<file path="src/rtl/performance_counter_access.sv">
// performance_counter_access
//   Register-mapped access port for the performance counter block.
//   - Holds the per-counter event select registers and drives them to the counter block.
//   - Exposes each 64-bit count as two 32-bit words.
//   - Reading the low word captures the high word into a shadow register.
//     A later high-word read returns that shadow, so a LO-then-HI pair cannot tear.
//   - Every request gets a registered response exactly one cycle later.
//
// Ports
//   clk, reset_n        clock, asynchronous active-low reset
//   req_valid/write     request strobe and direction (1 = write)
//   req_addr[5:0]       word address
//   req_wdata[31:0]     write data
//   resp_valid/error    registered response strobe and error flag
//   resp_rdata[31:0]    registered read data (0 on writes and errors)
//   perf_event_count    live 64-bit counts from the counter block
//   perf_event_select   event select per counter
//
// Register map (word addresses)
//   0x00+i   SELECT[i]    read/write, low EVENT_IDX_WIDTH bits
//   0x10+2i  COUNT_LO[i]  read-only, captures the high word into the shadow
//   0x11+2i  COUNT_HI[i]  read-only, returns the shadow
module performance_counter_access #(
   parameter int NUM_EVENTS        = 8,
   parameter int EVENT_IDX_WIDTH   = $clog2(NUM_EVENTS),
   parameter int NUM_COUNTERS      = 2,
   parameter int COUNTER_IDX_WIDTH = (NUM_COUNTERS > 1) ? $clog2(NUM_COUNTERS) : 1
) (
   input  logic                                            clk,
   input  logic                                            reset_n,
   input  logic                                            req_valid,
   input  logic                                            req_write,
   input  logic [5:0]                                      req_addr,
   input  logic [31:0]                                     req_wdata,
   output logic                                            resp_valid,
   output logic                                            resp_error,
   output logic [31:0]                                     resp_rdata,
   input  logic [NUM_COUNTERS-1:0][63:0]                   perf_event_count,
   output logic [NUM_COUNTERS-1:0][EVENT_IDX_WIDTH-1:0]    perf_event_select
);

   logic                                          resp_valid_q, resp_valid_d;
   logic                                          resp_error_q, resp_error_d;
   logic [31:0]                                   resp_rdata_q, resp_rdata_d;
   logic [NUM_COUNTERS-1:0][EVENT_IDX_WIDTH-1:0]  sel_q, sel_d;
   logic [NUM_COUNTERS-1:0][31:0]                 shadow_q, shadow_d;

   logic                          hit_sel;
   logic                          hit_cnt;
   logic [COUNTER_IDX_WIDTH-1:0]  hit_idx;

   // Select bits above the field width are discarded by design.
   logic unused_wdata;
   assign unused_wdata = ^req_wdata[31:EVENT_IDX_WIDTH];

   // Address decode. Looping over the implemented counters keeps
   // out-of-range indices from ever reaching the array selects.
   always_comb begin
      hit_sel = 1'b0;
      hit_cnt = 1'b0;
      hit_idx = '0;
      for (int i = 0; i < NUM_COUNTERS; i++) begin
         if (req_addr == 6'(i)) begin
            hit_sel = 1'b1;
            hit_idx = COUNTER_IDX_WIDTH'(i);
         end
         if (req_addr[5:1] == 5'(8 + i)) begin
            hit_cnt = 1'b1;
            hit_idx = COUNTER_IDX_WIDTH'(i);
         end
      end
   end

   always_comb begin
      resp_valid_d = req_valid;
      resp_error_d = 1'b0;
      resp_rdata_d = '0;
      sel_d        = sel_q;
      shadow_d     = shadow_q;
      if (req_valid) begin
         if (hit_sel) begin
            if (req_write) begin
               sel_d[hit_idx] = req_wdata[EVENT_IDX_WIDTH-1:0];
            end else begin
               resp_rdata_d = 32'(sel_q[hit_idx]);
            end
         end else if (hit_cnt) begin
            if (req_write) begin
               resp_error_d = 1'b1;
            end else if (!req_addr[0]) begin
               // LO and shadowed HI come from the same pre-edge sample.
               resp_rdata_d      = perf_event_count[hit_idx][31:0];
               shadow_d[hit_idx] = perf_event_count[hit_idx][63:32];
            end else begin
               resp_rdata_d = shadow_q[hit_idx];
            end
         end else begin
            resp_error_d = 1'b1;
         end
      end
   end

   always_ff @(posedge clk or negedge reset_n) begin
      if (!reset_n) begin
         resp_valid_q <= 1'b0;
         resp_error_q <= 1'b0;
         resp_rdata_q <= '0;
         shadow_q     <= '0;
         for (int i = 0; i < NUM_COUNTERS; i++) begin
            sel_q[i] <= EVENT_IDX_WIDTH'(i % NUM_EVENTS);
         end
      end else begin
         resp_valid_q <= resp_valid_d;
         resp_error_q <= resp_error_d;
         resp_rdata_q <= resp_rdata_d;
         shadow_q     <= shadow_d;
         sel_q        <= sel_d;
      end
   end

   assign resp_valid        = resp_valid_q;
   assign resp_error        = resp_error_q;
   assign resp_rdata        = resp_rdata_q;
   assign perf_event_select = sel_q;

endmodule

</file>
<file path="config.mk">
export PLATFORM = sky130hd
export DESIGN_NAME = performance_counter_access
export DESIGN_NICKNAME = d
export VERILOG_FILES = /design/src/rtl/performance_counter_access.sv
export SDC_FILE = /design/constraint.sdc
export NUM_CORES = 1
export LEC_CHECK = 0
export BUFFER_PORTS_ARGS = -buffer_cell sky130_fd_sc_hd__buf_2
export CORE_ASPECT_RATIO = 2
export CORE_MARGIN = 10
export CORE_UTILIZATION = 48
export DETAILED_ROUTE_END_ITERATION = 6
export PLACE_DENSITY = 0.92
export SLEW_MARGIN = 0
export SYNTH_ARGS = -nofsm -noshare
export SYNTH_HDL_FRONTEND = slang
export SYNTH_SLANG_ARGS = --single-unit
</file>
<file path="constraint.sdc">
create_clock -name clk -period 1.3 [get_ports clk]
set_input_delay 0.26 -clock clk [delete_from_list [all_inputs] [get_ports clk]]
set_output_delay 0.26 -clock clk [all_outputs]
set_load 0.03 [all_outputs]
</file>
# Word-level counts from Yosys, hierarchy flattened
# Index checks and enable logic that the tools add are counted.
[totals]
reg_bits = 104
output_inout_bits = 40
elab_cells = 47
[op_classes]
n_lt_le_gt_ge = 2
n_eq_ne = 3
mux = 28
n_bitwise = 3
reduce_logical = 4
[ops]
columns = ["cell", "n"]
rows = [
  ["32-bit 2-to-1 mux", 8],
  ["64-bit 2-to-1 mux", 2],
  ["64-bit bitwise mux", 1],
  ["32-bit demux with 1-bit select", 1],
  ["3-bit 2-to-1 mux", 4],
  ["5-bit by 4-bit equality test with 1-bit output, second input constant", 2],
  ["1-bit 2-to-1 mux", 10],
  ["6-bit bitwise mux", 1],
  ["6-bit by 1-bit equality test with 1-bit output, second input constant", 1],
  ["6-bit zero test", 1],
  ["5-bit AND reduction", 1],
  ["3-bit demux with 1-bit select", 1],
  ["1-bit NOT", 3],
  ["3-bit AND reduction", 1],
  ["1-bit by 2-bit < comparator with 1-bit output, second input constant", 1],
  ["1-bit >= comparator, second input constant", 1],
  ["1-bit logical AND", 1],
]

# Depth between registers and ports, before layout
[depth]
word_depth = 10
ltp_mapped = 8
mapped_depth_nobuf = 4

# Least setup slack after synthesis
# No wires, ideal clock.
[synth_path]
kind = "in2reg"
startpoint = "in req_addr[1]"
endpoint = "reg shadow_q[0] in the netlist's numbering"
setup_ps = 125
arrival_ps = 1633
required_time_ps = 1175
slack_ps = -458
path_stages = 7
path_buffers = 3
path_cell_list = "buf_2 -> and2_1 -> buf_2 -> nand2_2 -> nor3b_4 -> buf_6 -> mux2_2"
[synth_between]
elab_chain_cells = 8
word_cells_on_any_way = 20
[synth_rtl]
columns = ["element", "line", "text"]
rows = [
  ["from (decl)", "33", "input logic [5:0] req_addr,"],
  ["6-bit by 1-bit equality test with 1-bit output", "63", "if (req_addr == 6'(i)) begin"],
  ["1-bit 2-to-1 mux", "63", ""],
  ["1-bit 2-to-1 mux", "67", "if (req_addr[5:1] == 5'(8 + i)) begin"],
  ["1-bit by 2-bit < comparator with 1-bit output (implied by the code) or 1-bit >= comparator (tied branches)", "93", "shadow_d[hit_idx] = perf_event_count[hit_idx][63:32];"],
  ["1-bit logical AND (implied by the code)", "93", ""],
  ["32-bit 2-to-1 mux (implied by the code)", "93", ""],
  ["32-bit demux with 1-bit select", "93", ""],
  ["64-bit bitwise mux", "93", ""],
  ["to (signal assigned)", "116", "shadow_q <= shadow_d;"],
  ["to (decl)", "46", "logic [NUM_COUNTERS-1:0][31:0] shadow_q, shadow_d;"],
]
# Several ways; a longest one is shown, not always the timed one. The select of a mux whose other input is x is not followed.
# A chain may end at the register's enable or synchronous reset.

# Worst setup path in the final report
[layout_path]
startpoint = "in req_addr[2]"
endpoint = "reg resp_rdata_q[13], in the netlist resp_rdata[13]"
[layout_between]
elab_chain_cells = 10
word_cells_on_any_way = 19
[layout_rtl]
columns = ["element", "line", "text"]
rows = [
  ["6-bit by 1-bit equality test with 1-bit output", "63", ""],
  ["1-bit 2-to-1 mux", "63", ""],
  ["1-bit 2-to-1 mux", "67", ""],
  ["64-bit 2-to-1 mux or 32-bit 2-to-1 mux (tied branches) (2 in series)", "n/a", ""],
  ["32-bit 2-to-1 mux", "90", "end else if (!req_addr[0]) begin"],
  ["32-bit 2-to-1 mux", "88", "if (req_write) begin"],
  ["32-bit 2-to-1 mux", "87", "end else if (hit_cnt) begin"],
  ["32-bit 2-to-1 mux *", "81", "if (hit_sel) begin"],
  ["32-bit 2-to-1 mux *", "80", "if (req_valid) begin"],
  ["via resp_rdata_d[13]", "44", "logic [31:0] resp_rdata_q, resp_rdata_d;"],
  ["to (signal assigned)", "115", "resp_rdata_q <= resp_rdata_d;"],
  ["to (decl)", "44", ""],
]
# The timed path passes the listed nets; every way through them passes the cells marked *. The select of a mux whose other input is x is not followed.

==> run_results.csv <==
group,metric,value,unit
clock_network,root_buffer,"clkbuf_16",
worst_setup_path,end_kind,"flop",
routing,post_drt_via_cell_ratio,5.92,
worst_setup_path,crit_type,"in2reg",
hold_path,holdCritStartpoint,"perf_event_count[123]",
pwr,switching_share,25.2,%
synthesis,synth_cell_types,33,
global_routing,grt_overflow,0,
timing,fin_hold_ws,0.142,ns
clock_network,htreeDepth,3,
global_routing,grt_max_degree,53,
hold_path,holdPathEnd,"shadow_q[59]",
placed_design,io_buffers,180,
clock_network,cts_made_buffers,9,
synthesis,syn_nets,569,
timing,worst_pin_slew,0.470,ns
clock_network,cts_tree,"yes",
global_routing,antenna_found_initial,2,
timing,fin_crit,1.50,ns
final_layout,multi_input_area,2560,sq um
worst_setup_path,reg2reg_slack,0.01,ns
pwr,intPower,5.67,mW
hold_path,worstHoldPathCells,2,
synthesis,async_flop_share,100,%
clock_network,clkTransAtPathRegs,0.07,ns
placed_design,place.gp.congestion,0.917,
global_routing,grt_pass1_wl,27700,um
floorplanning,die_w,90.9,um
timing,finalCritPeriodShare,115,%
final_layout,drive_gt1_share,64.4,%
pwr,pwr-share-clk,39.6,%
synthesis,netlist_area,4820,sq um
floorplanning,dieArea,14700,sq um
timing,skew,0.0125,ns
final_layout,final_nets,783,
hold_path,hp-class,"in2reg",
synthesis,synth_flop_cell,"dfrtp_1",
worst_setup_path,crit_fanout,6,
timing,fmax,667,MHz
run_status,outcome,"finished, violations left",
synthesis,synth_fa_ha_area_share,0,%
synthesis,synth_top_family_by_area,"multiplexers",
floorplanning,die_h,162,um
synthesis,ys_warn_count,0,
clock_network,clk_latency,0.35,ns
pwr,p_comb_share,14.2,%
worst_setup_path,worst_setup_path_start_kind,"input pin",
timing,drv_slew,0,
pwr,switchingPower,1.91,mW
synthesis,ys_seq_elements,104,
synthesis,synth_edf_count,0,
final_layout,ff_latch_area,2600,sq um
placed_design,dp_slack,-0.616,ns
floorplanning,row_count,51,
floorplanning,core,9760,sq um
synthesis,synth-seq-area-share,54.0,%
routing,drt_iter0_drc,306,
worst_setup_path,cp.arrival,1.72,ns
routing,drc,0,
final_layout,utilization,75.5,%
pwr,worst_ir_drop_vdd,0.000749,V
timing,setup_viol,102,
floorplanning,ioPinCount,210,
final_layout,final_cell_mix,"buf_2 (176), dfrtp_1 (103), nand2_1 (49)",
final_layout,final_common_cell,"buf_2",
pwr,power_frac_seq,46.2,%
routing,via_count,4452,
pwr,p_per_area,1030,nW/um^2
synthesis,synthMuxAreaShare,17.8,%
synthesis,syn_inst,399,
routing,avgRoutedWirePerCell,24.9,um
global_routing,grt_use_total,24.0,%
final_layout,syn2layout_area_growth,52.8,%
synthesis,syn_avg_cell_area,12.1,sq um
clock_network,clock_sinks,104,
routing,first_pass_iters,5,
final_layout,nFillCells,597,
placed_design,dp_hpwl,12300,um
synthesis,synth-simple-area-share,12.6,%
timing,maxSlewHeadroom,68.7,%
timing,tns,-11.02,ns
timing,setup_slack,-0.200,ns
run_status,violations,"negative setup slack",
worst_setup_path,reg2reg_depth,4,
timing,rsz0062_at_grt,"yes",
synthesis,synth_compound_area_share,11.9,%
timing,finalHoldViolCount,0,
worst_setup_path,r2r-end,"resp_rdata[0]",
job,cap_viol_max_count,0,
worst_setup_path,critical_path_required,1.52,ns
pwr,leakagePower,3.64,nW
routing,drtAntennaViolNets,0,
clock_network,cts_buffer_depth,2,
routing,drt_wl_total,18700,um
floorplanning,start_util,49.4,%
worst_setup_path,r2r_start,"shadow_q[32]",
pwr,p_total,7.58,mW
synthesis,synthXorXnorAreaFrac,0,%
global_routing,grt_pass1_vias,4989,
==> registers in the layout (all words and copies together), names as in the netlist <==
register	count
resp_rdata	32
resp_error	1
shadow_q	64
resp_valid	1
perf_event_select	6
==> power groups by stage <==
stage	clock network [mW]	registers (mW)	logic (mW)
detailed placement	0	3.55	0.889
global placement	0	3.54	0.847
global route	3.14	3.52	1.15
finish	3.00	3.50	1.07
CTS	3.01	3.49	1.01
floorplan	0	3.57	0.381
==> per-stage QoR <==
stage,cells,cell area (sq um)
floorplan,399,5030
global placement,706,6200
detailed placement,706,6200
CTS,741,7100
global route,752,7370
finish,752,7370
==> critical path, cell delays in order <==
cell and delay (ns):
buf_6 0.10, nor3_4 0.25, buf_6 0.15, buf_8 0.11, buf_6 0.09, o21a_4 0.15, buf_8 0.13, nand2_2 0.08
a311oi_2 0.38
==> cell type report <==
class	count	share of cell area [%]
multi-input cells	260	34.8
clock buffers	10	3.24
well taps	132	2.24
clock inverters	6	1.22
flip-flops and latches	104	35.3
repair buffers	238	23.1
diodes	2	0.0679
==> cells by family (layout without fill, tap and decap cells) <==
logic type / Yosys count / in the layout
and+or+nand+nor: 110 / 110
DFF: 104 / 104
muxes: 77 / 77
AOI/OAI and AO/OA: 73 / 73
buffers and inverters: 35 / 254
other: 0 / 2
==> timing repair <==
action | in CTS | in global routing
buffers inserted | 11 | 10
hold buffers | 1 | 0
endpoints found under the hold margin | 103 | 0
endpoints found under the setup margin | 103 | 103
pin swaps | 22 | 20
gates cloned | 7 | 2
gates resized for setup | 69 | 36
==> cell usage after synthesis (2+ instances only) <==
cell type | n | area share, %
buf_2 | 7 | 0.73
nand2_1 | 58 | 4.5
a311oi_1 | 29 | 5.3
a211oi_1 | 29 | 4.5
clkbuf_1 | 21 | 1.6
nand3b_1 | 3 | 0.47
dfrtp_1 | 103 | 53
and2_1 | 2 | 0.26
nor2_1 | 2 | 0.16
and3_1 | 29 | 3.8
nor3_4 | 2 | 0.67
nor2b_1 | 3 | 0.39
o22ai_1 | 3 | 0.39
nand2b_1 | 3 | 0.39
mux2i_1 | 7 | 1.5
mux2_2 | 69 | 16
nand4b_1 | 2 | 0.36
a221oi_1 | 3 | 0.55
buf_6 | 3 | 0.70
buf_4 | 4 | 0.62
o31ai_1 | 3 | 0.47
o21ai_0 | 3 | 0.31
==> worst max-delay path by stage <==
stage                     end   startpoint  slack, ns  cells after the start
2_1_floorplan     shadow_q[0]  req_addr[5]      -0.46                      5
3_3_place_gp   resp_rdata[13]  req_addr[1]      -0.52                      7
3_5_place_dp   resp_rdata[10]  req_addr[1]      -0.62                      7
4_1_cts          shadow_q[27]  req_addr[5]      -0.14                      7
5_1_grt        resp_rdata[30]  req_addr[2]      -0.21                     10
6_report       resp_rdata[13]  req_addr[2]      -0.20                      9
==> per-layer routing <==
layer	up-vias	wire, um	global-route usage, %
li1	1909	-	-
met3	83	1040	5.40
met5	-	0	0
met4	0	1160	17.0
met1	2243	6360	23.9
met2	217	10100	42.7
Power figures use the tool's default switching activity.
